===== config.mk =====
export PLATFORM = sky130hd
export DESIGN_NAME = cyphertext_serializer
export DESIGN_NICKNAME = d
export VERILOG_FILES = /design/src/rtl/cyphertext_serializer_pkg.sv /design/src/rtl/cyphertext_serializer_block_fifo.sv /design/src/rtl/cyphertext_serializer.sv
export SDC_FILE = /design/constraint.sdc
export NUM_CORES = 1
export LEC_CHECK = 0
export CORE_ASPECT_RATIO = 1.4
export CORE_MARGIN = 2
export CORE_UTILIZATION = 50
export CTS_CLUSTER_DIAMETER = 60
export DETAILED_ROUTE_END_ITERATION = 12
export PLACE_DENSITY = 0.84
export SLEW_MARGIN = 20
export SYNTH_ARGS = -nofsm -noshare
export SYNTH_HDL_FRONTEND = slang
export SYNTH_SLANG_ARGS = --single-unit

===== constraint.sdc =====
create_clock -name clk_i -period 14.92 [get_ports clk_i]
set_input_delay 1.492 -clock clk_i [delete_from_list [all_inputs] [get_ports clk_i]]
set_output_delay 1.492 -clock clk_i [all_outputs]
set_load 0.01 [all_outputs]

===== src/rtl/cyphertext_serializer_pkg.sv =====
// Shared sizing constants for the ciphertext byte serializer and its block FIFO.
// The defaults mirror TEXT_WIDTH, BYTE_WIDTH and SER_DEPTH of the AES core.
package cyphertext_serializer_pkg;

  localparam int TEXT_WIDTH_DEF = 128;
  localparam int BYTE_WIDTH_DEF = 8;
  localparam int SER_DEPTH      = 2;

endpackage


===== src/rtl/cyphertext_serializer_block_fifo.sv =====
// DEPTH x TEXT_WIDTH register FIFO holding whole ciphertext blocks.
// The head entry is presented combinationally on data_o; storage is never reset.
module block_fifo
  import cyphertext_serializer_pkg::*;
#(
  parameter int DEPTH      = SER_DEPTH,
  parameter int TEXT_WIDTH = TEXT_WIDTH_DEF
) (
  input  logic                    clk_i,
  input  logic                    rst_ni,
  input  logic                    push_i,
  input  logic                    pop_i,
  input  logic [TEXT_WIDTH-1:0]   data_i,
  output logic [TEXT_WIDTH-1:0]   data_o,
  output logic [$clog2(DEPTH):0]  count_o,
  output logic                    full_o,
  output logic                    empty_o
);

  localparam int PTR_W = $clog2(DEPTH);
  localparam int CNT_W = PTR_W + 1;

  logic [TEXT_WIDTH-1:0] mem [DEPTH];
  logic [PTR_W-1:0]      wr_ptr;
  logic [PTR_W-1:0]      rd_ptr;

  // Data path only; a push into a full FIFO is only issued alongside a pop.
  always_ff @(posedge clk_i) begin
    if (push_i) mem[wr_ptr] <= data_i;
  end

  always_ff @(posedge clk_i or negedge rst_ni) begin
    if (!rst_ni) begin
      wr_ptr  <= '0;
      rd_ptr  <= '0;
      count_o <= '0;
    end else begin
      if (push_i) wr_ptr <= wr_ptr + 1'b1;
      if (pop_i)  rd_ptr <= rd_ptr + 1'b1;
      case ({push_i, pop_i})
        2'b10:   count_o <= count_o + CNT_W'(1);
        2'b01:   count_o <= count_o - CNT_W'(1);
        default: count_o <= count_o;
      endcase
    end
  end

  assign data_o  = mem[rd_ptr];
  assign full_o  = (count_o == CNT_W'(DEPTH));
  assign empty_o = (count_o == '0);

endmodule


===== src/rtl/cyphertext_serializer.sv =====
// Captures AES ciphertext blocks on finish_i and streams them MSB byte first
// over a valid/ready handshake; outputs depend only on registered state.
module cyphertext_serializer
  import cyphertext_serializer_pkg::*;
#(
  parameter int TEXT_WIDTH = TEXT_WIDTH_DEF,
  parameter int BYTE_WIDTH = BYTE_WIDTH_DEF,
  parameter int DEPTH      = SER_DEPTH
) (
  input  logic                    clk_i,
  input  logic                    rst_ni,
  input  logic                    finish_i,
  input  logic [TEXT_WIDTH-1:0]   cyphertext_i,
  output logic [BYTE_WIDTH-1:0]   byte_o,
  output logic                    valid_o,
  input  logic                    ready_i,
  output logic                    block_done_o,
  output logic [$clog2(DEPTH):0]  count_o,
  output logic                    overflow_o
);

  localparam int NBYTES = TEXT_WIDTH / BYTE_WIDTH;
  localparam int IDX_W  = $clog2(NBYTES);

  logic [TEXT_WIDTH-1:0] head;
  logic [IDX_W-1:0]      byte_idx;
  logic                  full;
  logic                  empty;
  logic                  xfer;
  logic                  last_byte;
  logic                  pop;
  logic                  push;

  function automatic logic [BYTE_WIDTH-1:0] pick_byte(input logic [TEXT_WIDTH-1:0] blk,
                                                      input logic [IDX_W-1:0]      idx);
    logic [TEXT_WIDTH-1:0] shifted;
    shifted = blk << (BYTE_WIDTH * idx);
    return shifted[TEXT_WIDTH-1 -: BYTE_WIDTH];
  endfunction

  assign valid_o   = !empty;
  assign xfer      = valid_o && ready_i;
  assign last_byte = (byte_idx == IDX_W'(NBYTES - 1));
  assign pop       = xfer && last_byte;
  // A full FIFO still takes a new block when its head leaves in the same cycle.
  assign push      = finish_i && (!full || pop);
  assign byte_o    = valid_o ? pick_byte(head, byte_idx) : '0;

  block_fifo #(
    .DEPTH      (DEPTH),
    .TEXT_WIDTH (TEXT_WIDTH)
  ) u_block_fifo (
    .clk_i   (clk_i),
    .rst_ni  (rst_ni),
    .push_i  (push),
    .pop_i   (pop),
    .data_i  (cyphertext_i),
    .data_o  (head),
    .count_o (count_o),
    .full_o  (full),
    .empty_o (empty)
  );

  always_ff @(posedge clk_i or negedge rst_ni) begin
    if (!rst_ni) begin
      byte_idx     <= '0;
      block_done_o <= 1'b0;
      overflow_o   <= 1'b0;
    end else begin
      if (xfer) byte_idx <= last_byte ? '0 : byte_idx + 1'b1;
      block_done_o <= pop;
      if (finish_i && !push) overflow_o <= 1'b1;
    end
  end

endmodule


Yosys cells after proc, flatten, opt, wreduce, memory -nomap -nowiden
Memories as Yosys holds them, arrays and structs flattened.
Cells that the tools add are included.
W data, S select, Z words.
- bits in read-only memories: 0
- bits in writable memories: 256
- register bits: 10
- output and inout bits: 13
- memories kept: 1
- bits in latches: 0
- memory list (name ; words ; width ; read ports ; clocked after memory_dff ; write ports ; RTL line ; text):
    u_block_fifo.mem ; 2 ; 128 ; 1 ; 0 ; 1 ; cyphertext_serializer_block_fifo.sv:23 ; logic [TEXT_WIDTH-1:0] mem [DEPTH];
- shift operators: 1
- divide/modulo/power cells: 0
- multiplexer cells: 5
- reduce and logical (&&, ||, !) cells: 10
- $add $sub $neg: 5
- bitwise gates (word level): 0
- multiply operators: 0
- equality and inequality tests: 4
- $lt $le $gt $ge: 0
- operators with widths (kind ; count):
    $shl A128 B7 Y128 ; 1
    $mux W8 ; 1
    $add A4 B1 Y4 const B ; 1
    $eq A2 B2 Y1 const B ; 2
    $eq A4 B4 Y1 const B ; 1
    $logic_and A1 B1 Y1 ; 4
    $mux W4 ; 1
    $pmux W2 S2 ; 1
    $logic_not A1 Y1 ; 3
    $add A1 B1 Y1 const B ; 2
    $add A2 B1 Y2 const B ; 1
    $eq A2 B1 Y1 const B ; 1
    $logic_not A2 Y1 ; 1
    $mux W1 ; 2
    $reduce_bool A2 Y1 ; 1
    $sub A2 B1 Y2 const B ; 1
    $logic_or A1 B1 Y1 ; 1

Logic depth before layout (Yosys ltp)
Gate-level depths: netlist of run 1.
- depth after elaboration: 8
- depth in mapped cells: 8
- mapped depth without buffers: 8

Cells and area by module
A second synthesis of run 1 with hierarchy kept.
- cell total of the unflattened synthesis: 530
- area, all modules: 10841.6 um2
- modules (own cells, without submodules) (module ; times used ; cells an instance ; area each (um2)):
    block_fifo ; 1 ; 414 ; 9464.1
    cyphertext_serializer ; 1 ; 116 ; 1377.6

Worst setup path before layout of run 1
Ideal clock, no wire load.
- path type: in2reg
- from: input port ready_i
- to: memory u_block_fifo.mem[0][0] (netlist name), enable pin
- arrival: 7124 ps
- path buffers: 0
- slack: 7179 ps
- stages on the path: 4
- cells stage by stage: nand4_1 nand3b_1 nand2_1 nor2_1
- longest elaborated chain between the ends: 6
- ends and longest elaborated chain (item ; RTL line ; text):
    from (decl) ; cyphertext_serializer.sv:16 ; input logic ready_i,
    $logic_and A1 B1 Y1 ; cyphertext_serializer.sv:42 ; assign xfer = valid_o && ready_i;
    $logic_and A1 B1 Y1 ; cyphertext_serializer.sv:44 ; assign pop = xfer && last_byte;
    $logic_or A1 B1 Y1 ; cyphertext_serializer.sv:46 ; assign push = finish_i && (!full || pop);
    $logic_and A1 B1 Y1 ; cyphertext_serializer.sv:46 ;
    $mux W1 ; cyphertext_serializer_block_fifo.sv:29 ; if (push_i) mem[wr_ptr] <= data_i;
    $mux W1 (not written as such) ; cyphertext_serializer_block_fifo.sv:29 ;
    to (decl) ; cyphertext_serializer_block_fifo.sv:23 ;
No other way between the ends.

Final worst setup path of run 1
- from: register byte_idx[1]
- to: output port byte_o[3]
- longest elaborated chain between the ends: 2
- ends and longest elaborated chain (item ; RTL line ; text):
    from (decl) ; cyphertext_serializer.sv:26 ; logic [IDX_W-1:0] byte_idx;
    from (signal assigned) ; cyphertext_serializer.sv:70 ; if (xfer) byte_idx <= last_byte ? '0 : byte_idx + 1'b1;
    $shl A128 B7 Y128 ; cyphertext_serializer.sv:37 ; shifted = blk << (BYTE_WIDTH * idx);
    $mux W8 ; cyphertext_serializer.sv:47 ; assign byte_o = valid_o ? pick_byte(head, byte_idx) : '0;
    to (decl) ; cyphertext_serializer.sv:14 ; output logic [BYTE_WIDTH-1:0] byte_o,
No other way between the ends.

==> key figures, run 1 <==
Status
  • Status: complete, no violations

Placement
  • IO Port Bufs: 144
  • DP HPWL: 14.19 mm
  • Post-DP Area: 12010 µm²
  • Placer Congestion: 0.9343
  • Dpl cells: 831

STA
  • Final worst path period need: 4.852 ns
  • Final setup fails: 0
  • Period utilisation layout: 32.52%
  • Clk_skew: 0.008015 ns
  • Slew @ Worst Pin: 1.111 ns
  • Worst slew margin: 25.93%
  • Maximum clock frequency: 0.2061 GHz
  • Sum Neg Setup Slack: 0 ns
  • Final Hold Viols: 0
  • Count of pins over their slew limit: 0
  • RSZ-0062 raised after global routing: false

Worst setup path
  • RR Endpoint: u_block_fifo.mem[1][83]
  • CP cell instances: buf_4 > mux4_2 > mux2i_1 > a221o_1 > a31oi_1 > clkdlybuf4s50_1
  • CP top delay family: buffers and inverters
  • CP max FO: 48
  • Max stage delay on crit path: 0.63 ns
  • Worst Path Buf+Inv: 2
  • CP endpoint kind: output pin
  • Startpoint types: flip-flop
  • CP max stage cell: buf_4
  • Reg2reg path depth: 6
  • R2R Setup Slk: 10.93 ns
  • Worst Path Required: 13.43 ns
  • FF-to-FF Start: byte_idx[1]
  • Arr. time, crit path: 3.36 ns
  • WS Path Type: flip-flop to output pin

Final layout
  • Layout Cells excl Fill: 876
  • Post-layout instance area: 12880 µm²
  • Final nets: 736
  • Layout cells sized above 1: 14.86%
  • Area growth syn-to-layout: 23.52%

Die
  • Die extent in y: 174.9 µm
  • Cell Rows: 62
  • Die width: 126.1 µm
  • Initial Utilization: 50.92%
  • Total core area: 20480 µm²
  • I/O pins: 145
  • Die area: 22040 µm²

Clock tree
  • CTS tree: yes
  • Maximum level of the CTS H-tree: 1
  • Inserted Clock Buffers: 24
  • Post-CTS Setup Bufs: 0
  • # resized after CTS: 0
  • Clock Sinks: 266
  • Clock transition at the registers of the reported paths: 0.07 ns
  • Clock buffer depth: 3
  • Hold-fix buffers, CTS: 0
  • Worst-Skew Late Latency: 0.51 ns
  • Clk root buf: clkbuf_16

Power and ir drop
  • Power Total: 2446 µW
  • Leak pwr: 0.004279 µW
  • Pwr Density: 189.9 nW/µm²
  • Worst vdd ir: 93.31 µV

Logic synthesis
  • Ys flop type: edfxtp_1
  • Synth cell types: 32
  • Main area contributors after synthesis: edfxtp_1 74%, mux4_1 7.6%, mux4_2 7.3%
  • Async SR Flop Fraction: 3.759%
  • Yosys reg bits: 266
  • EDFF count, synth: 256
  • Sequential-to-total area share from yosys stat: 76.12%
  • Synth Net Count: 581
  • Cells after Synth: 447
  • Post-Synthesis Cell Area: 10430 µm²
  • Synth top cells by count: 256 x edfxtp_1, 34 x mux4_2, 30 x mux4_1, 16 x mux2i_1, 16 x nand2_1
  • Most common cell in the netlist: edfxtp_1
  • Leading area contributor after synthesis: edfxtp_1
  • Number of warning messages in the yosys log: 0
  • Per-instance average area after synthesis: 23.33 µm²
  • Synth top area share: 73.72%

Hold path
  • Hold endpoint: u_block_fifo.count_o[1]
  • HP Class: flip-flop to flip-flop
  • WHS Path Cells: 1
  • Hold Path Origin: u_block_fifo.count_o[1]

Drt
  • Starting DRT DRC Count: 461
  • Via Count: 5039
  • Post-Route WL: 20.97 mm
  • DR pass1 iterations: 5
  • Via density: 5.752
  • DR WL/cell: 23.94 µm
  • DR DRC count: 0
  • Routed Antenna Nets: 0

GRT
  • First-pass GRT wire length: 31.57 mm
  • Antenna violations before repair: 2
  • Vias in the first global route: 5455
  • Total global routing overflow: 0
  • Tot GR Track Use: 19.05%
  • Largest net degree at the start of global routing: 81

Flow run
  • Max_cap viols: 0
per-layer routing:
layer	routed length [µm]	share of wire [%]	vias to the layer above	global-route usage, %
met1	7751	37	2584	23.13
met4	386	1.8	2	4.716
li1	-	-	2230	-
met3	1249	6.0	26	3.582
met2	11580	55	197	35.13
met5	10	0.048	-	0
how the worst max path moves through the flow:
stage / from / to / slack, ns / cells past startpoint
finish: byte_idx[1] / byte_o[3] / 10.07 / 6
global route: byte_idx[1] / byte_o[2] / 9.94 / 6
floorplan: ready_i / u_block_fifo.mem[0][0] / 7.18 / 4
CTS: byte_idx[0] / byte_o[2] / 9.91 / 5
detailed placement: byte_idx[0] / byte_o[3] / 10.49 / 5
global placement: byte_idx[0] / byte_o[7] / 10.55 / 5
final cells by class:
type / instances / area [µm²]
antenna: 1 / 2.502
fill: 1413 / 7600
clock inverter: 17 / 211.5
tap: 256 / 320.3
clock buffer: 26 / 629.4
timing repair buffer: 150 / 1506
multi-input combinational: 157 / 2255
inverter: 3 / 11.26
sequential: 266 / 7944
metrics by stage:
step | hold slack [ns] | utilization [%] | worst slack, ns
2_1_floorplan | 0.4608 | - | 7.179
5_1_grt | 0.6058 | 62.88 | 9.939
3_5_place_dp | 0.5493 | 58.64 | 10.49
3_3_place_gp | 0.5230 | 58.64 | 10.55
4_1_cts | 0.5549 | 62.74 | 9.914
6_report | 0.5523 | 62.89 | 10.07
where the power goes:
| part | leakage (µW) | switching (µW) | internal, µW |
|---|---|---|---|
| logic | 0.00137 | 350 | 345 |
| registers | 0.00249 | 84.3 | 1020 |
| clock network | 0.000414 | 253 | 391 |
| total | 0.00428 | 687 | 1760 |
state kept, by name (all words and copies together), names as in the netlist:
register	cells
overflow_o	1
u_block_fifo.wr_ptr	1
byte_idx	4
block_done_o	1
u_block_fifo.count_o	2
u_block_fifo.mem	256
u_block_fifo.rd_ptr	1
logic make-up (layout without fill, tap and decap cells):
kind of cell    Yosys count  after routing  share of synthesized area, %
compound gates           29             29                         2.112
xor+xnor                  6              6                        0.5040
fa+ha+maj                 2              2                        0.2399
other cells               0              1                             0
flops                   266            266                         76.12
simple gates             32             32                         1.344
buf+inv                  24            196                         2.376
mux                      88             88                         17.30
placed cells by master, fill, tap and decap left out, types with 2 or more instances in the layout:
cell               n
nor2_1             7
o21ai_1            2
buf_4              5
clkinv_2           6
mux2_2             8
clkbuf_16         25
a221o_1            8
mux2i_1           16
mux4_2            34
clkdlybuf4s50_1  144
bufinv_16          5
dfrtp_1            7
inv_1              2
nand4_1            2
xor2_1             2
a22oi_1            8
ha_1               2
xnor2_1            4
a31oi_1            8
nor2b_1            2
clkinv_1           4
mux4_1            30
dfrtp_2            2
edfxtp_1         256
nand2_1           16
Note: power is estimated with default switching activity, not from simulation.
==> inputs of run 2 (changes only) <==
--- a/config.mk
+++ b/config.mk
@@ -7,10 +7,10 @@
 export LEC_CHECK = 0
 export CORE_ASPECT_RATIO = 1.4
 export CORE_MARGIN = 2
-export CORE_UTILIZATION = 50
+export CORE_UTILIZATION = 49
 export CTS_CLUSTER_DIAMETER = 60
 export DETAILED_ROUTE_END_ITERATION = 12
-export PLACE_DENSITY = 0.84
+export PLACE_DENSITY = 0.86
 export SLEW_MARGIN = 20
 export SYNTH_ARGS = -nofsm -noshare
 export SYNTH_HDL_FRONTEND = slang
==> constraint.sdc (replaced) <==
create_clock -name clk_i -period 4.1 [get_ports clk_i]
set_input_delay 0.41 -clock clk_i [delete_from_list [all_inputs] [get_ports clk_i]]
set_output_delay 0.41 -clock clk_i [all_outputs]
set_load 0.01 [all_outputs]
==> key figures, run 2 (same netlist as run 1, synthesis figures left out) <==
Power and ir drop
  • Leak pwr: 0.004333 µW (+1.3%)
  • Worst vdd ir: 636.1 µV (+580%)
  • Pwr Density: 699.7 nW/µm² (+270%)

Worst setup path
  • Arr. time, crit path: 3.23 ns (-0.13 ns)
  • Worst Path Buf+Inv: 2 (unchanged)
  • R2R Setup Slk: 0.91 ns (-10.02 ns)
  • WS Path Type: flip-flop to output pin
  • CP cell instances: buf_4 > mux4_2 > mux2i_1 > a221o_1 > a31oi_1 > clkdlybuf4s50_1
  • Worst Path Required: 3.69 ns (-9.74 ns)
  • Startpoint types: flip-flop
  • CP endpoint kind: output pin
  • Reg2reg path depth: 6 (unchanged)
  • CP max stage cell: dfrtp_2
  • CP top delay family: buffers and inverters
  • RR Endpoint: u_block_fifo.mem[1][88]
  • FF-to-FF Start: byte_idx[1]
  • Max stage delay on crit path: 0.84 ns (+0.21 ns)
  • CP max FO: 32 (-33%)

Placement
  • Post-DP Area: 12090 µm² (+0.67%)
  • IO Port Bufs: 144 (unchanged)
  • DP HPWL: 14.86 mm (+4.7%)
  • Placer Congestion: 0.7904 (-15%)
  • DP Worst Slack: 0.9515 ns (-9.539 ns)

STA
  • Final worst path period need: 3.644 ns
  • Final Hold Viols: 0 (unchanged)
  • Slew @ Worst Pin: 0.7746 ns (-0.3364 ns)
  • Period utilisation layout: 88.87%
  • Worst setup margin: 0.4564 ns (-9.611 ns)
  • Final setup fails: 0 (unchanged)
  • Maximum clock frequency: 0.2745 GHz
  • Clk_skew: 0.009666 ns (+0.001651 ns)
  • Worst slew margin: 48.17% (+22 points)
  • Count of pins over their slew limit: 0 (unchanged)
  • Sum Neg Setup Slack: 0 ns (unchanged)
  • RSZ-0062 raised after global routing: false

Final layout
  • Post-layout instance area: 13020 µm² (+1.1%)
  • Commonest non-fill, non-tap cell in the layout: edfxtp_1
  • Area growth syn-to-layout: 24.85%
  • Regs by FF count: u_block_fifo.mem: 256 flops, byte_idx: 4 flops, u_block_fifo.count_o: 2 flops
  • Most frequent cells in the layout: 256 x edfxtp_1, 144 x clkdlybuf4s50_1, 34 x mux4_2
  • Reg with most FFs: u_block_fifo.mem
  • Max reg flops: 256 (unchanged)
  • Final nets: 742 (+0.82%)
  • Final core occ: 61.86% (-1.0 points)
  • Layout cells sized above 1: 16.08% (+1.2 points)
  • Antenna Cells: 0 (-1)

Drt
  • DR pass1 iterations: 5 (unchanged)
  • Routed Antenna Nets: 0 (unchanged)
  • DR WL/cell: 24.54 µm (+2.5%)
  • Starting DRT DRC Count: 512 (+11%)
  • Post-Route WL: 21.79 mm (+3.9%)
  • DR DRC count: 0 (unchanged)
  • Via Count: 5132 (+1.8%)
  • Via density: 5.779 (+0.47%)

Die
  • Total core area: 21050 µm² (+2.8%)
  • I/O pins: 145 (unchanged)
  • Cell Rows: 63 (+1.6%)
  • Die area: 22480 µm² (+2.0%)
  • Die extent in y: 176.6 µm (+0.99%)
  • Die width: 127.3 µm (+0.98%)
  • Initial Utilization: 49.55% (-1.4 points)

Clock tree
  • Post-CTS Setup Bufs: 0 (unchanged)
  • Clock buffer depth: 3 (unchanged)
  • Clock Sinks: 266 (unchanged)
  • CTS tree: yes
  • Clock transition at the registers of the reported paths: 0.06 ns (about the same)
  • Maximum level of the CTS H-tree: 1 (unchanged)
  • Worst-Skew Late Latency: 0.53 ns (+0.02 ns)
  • Hold-fix buffers, CTS: 0 (unchanged)
  • # resized after CTS: 0 (unchanged)
  • Clk root buf: clkbuf_16
  • Inserted Clock Buffers: 26 (+8.3%)

Hold path
  • HP Class: input pin to asynchronous set/reset pin

GRT
  • Total global routing overflow: 0 (unchanged)
  • Antenna violations before repair: 0 (-2)
  • Vias in the first global route: 5578 (+2.3%)
  • Tot GR Track Use: 19.34% (+0.28 points)
  • Largest net degree at the start of global routing: 77 (-4.9%)
  • First-pass GRT wire length: 32.21 mm (+2.0%)

Flow run
  • Max_cap viols: 0 (unchanged)

Status
  • Status: complete, no violations
run 2: changes by cell type in the layout (fill, tap and decap cells not counted), sizes merged:
| cell | before | now |
|---|---|---|
| buf | 6 | 10 |
| clkbuf | 26 | 28 |
| clkinv | 10 | 9 |
| clkinvlp | 1 | 3 |
| diode | 1 | 0 |
| inv | 4 | 6 |
run 2: through the flow:
stage	hold WS, ns	instances	power (µW)
global route	0.2491	888	9467
global placement	0.5224	840	6512
finish	0.2153	888	9110
floorplan	0.1144	447	5795
CTS	0.2136	888	9199
detailed placement	0.5067	840	6646
run 2: power breakdown:
part           internal (µW)  switching [µW]
combinational           1280            1250
sequential              3710             339
clock                   1530             995
total                   6520            2590
run 2: layout make-up:
cell class	instances	area, µm²
Clock inverter	20	250.2
Clock buffer	28	679.4
Multi-Input combinational cell	157	2255
Timing Repair Buffer	154	1554
Sequential cell	266	7944
Fill cell	1413	8028
Inverter	3	11.26
Tap cell	260	325.3
run 2: worst max-delay path by stage:
| stage | from | endpoint | slack, ns | depth (start not counted) |
|---|---|---|---|---|
| after global placement | byte_idx[0] | byte_o[7] | 1.04 | 6 |
| after floorplan | byte_idx[0] | u_block_fifo.mem[0][0] | 0.88 | 5 |
| after global routing | byte_idx[1] | byte_o[7] | 0.32 | 6 |
| after detailed placement | byte_idx[1] | u_block_fifo.mem[1][76] | 0.95 | 6 |
| after CTS | byte_idx[1] | byte_o[7] | 0.42 | 6 |
| final | byte_idx[1] | byte_o[7] | 0.46 | 6 |
run 2: worst register-to-register path: stages (launching register included):
cell and delay (ns):
dfrtp_2 0.84, buf_4 0.36, ha_1 0.25, nand4_1 0.12, nand3b_1 0.20, and3_4 0.66, buf_4 0.43
run 2: per-layer routing:
layer,wire length [µm],track usage [%],share of wire [%]
met2,12380,36.81,57
met3,1385,3.455,6.4
met5,0,0,0
met1,7475,21.48,34
met4,558,6.777,2.6
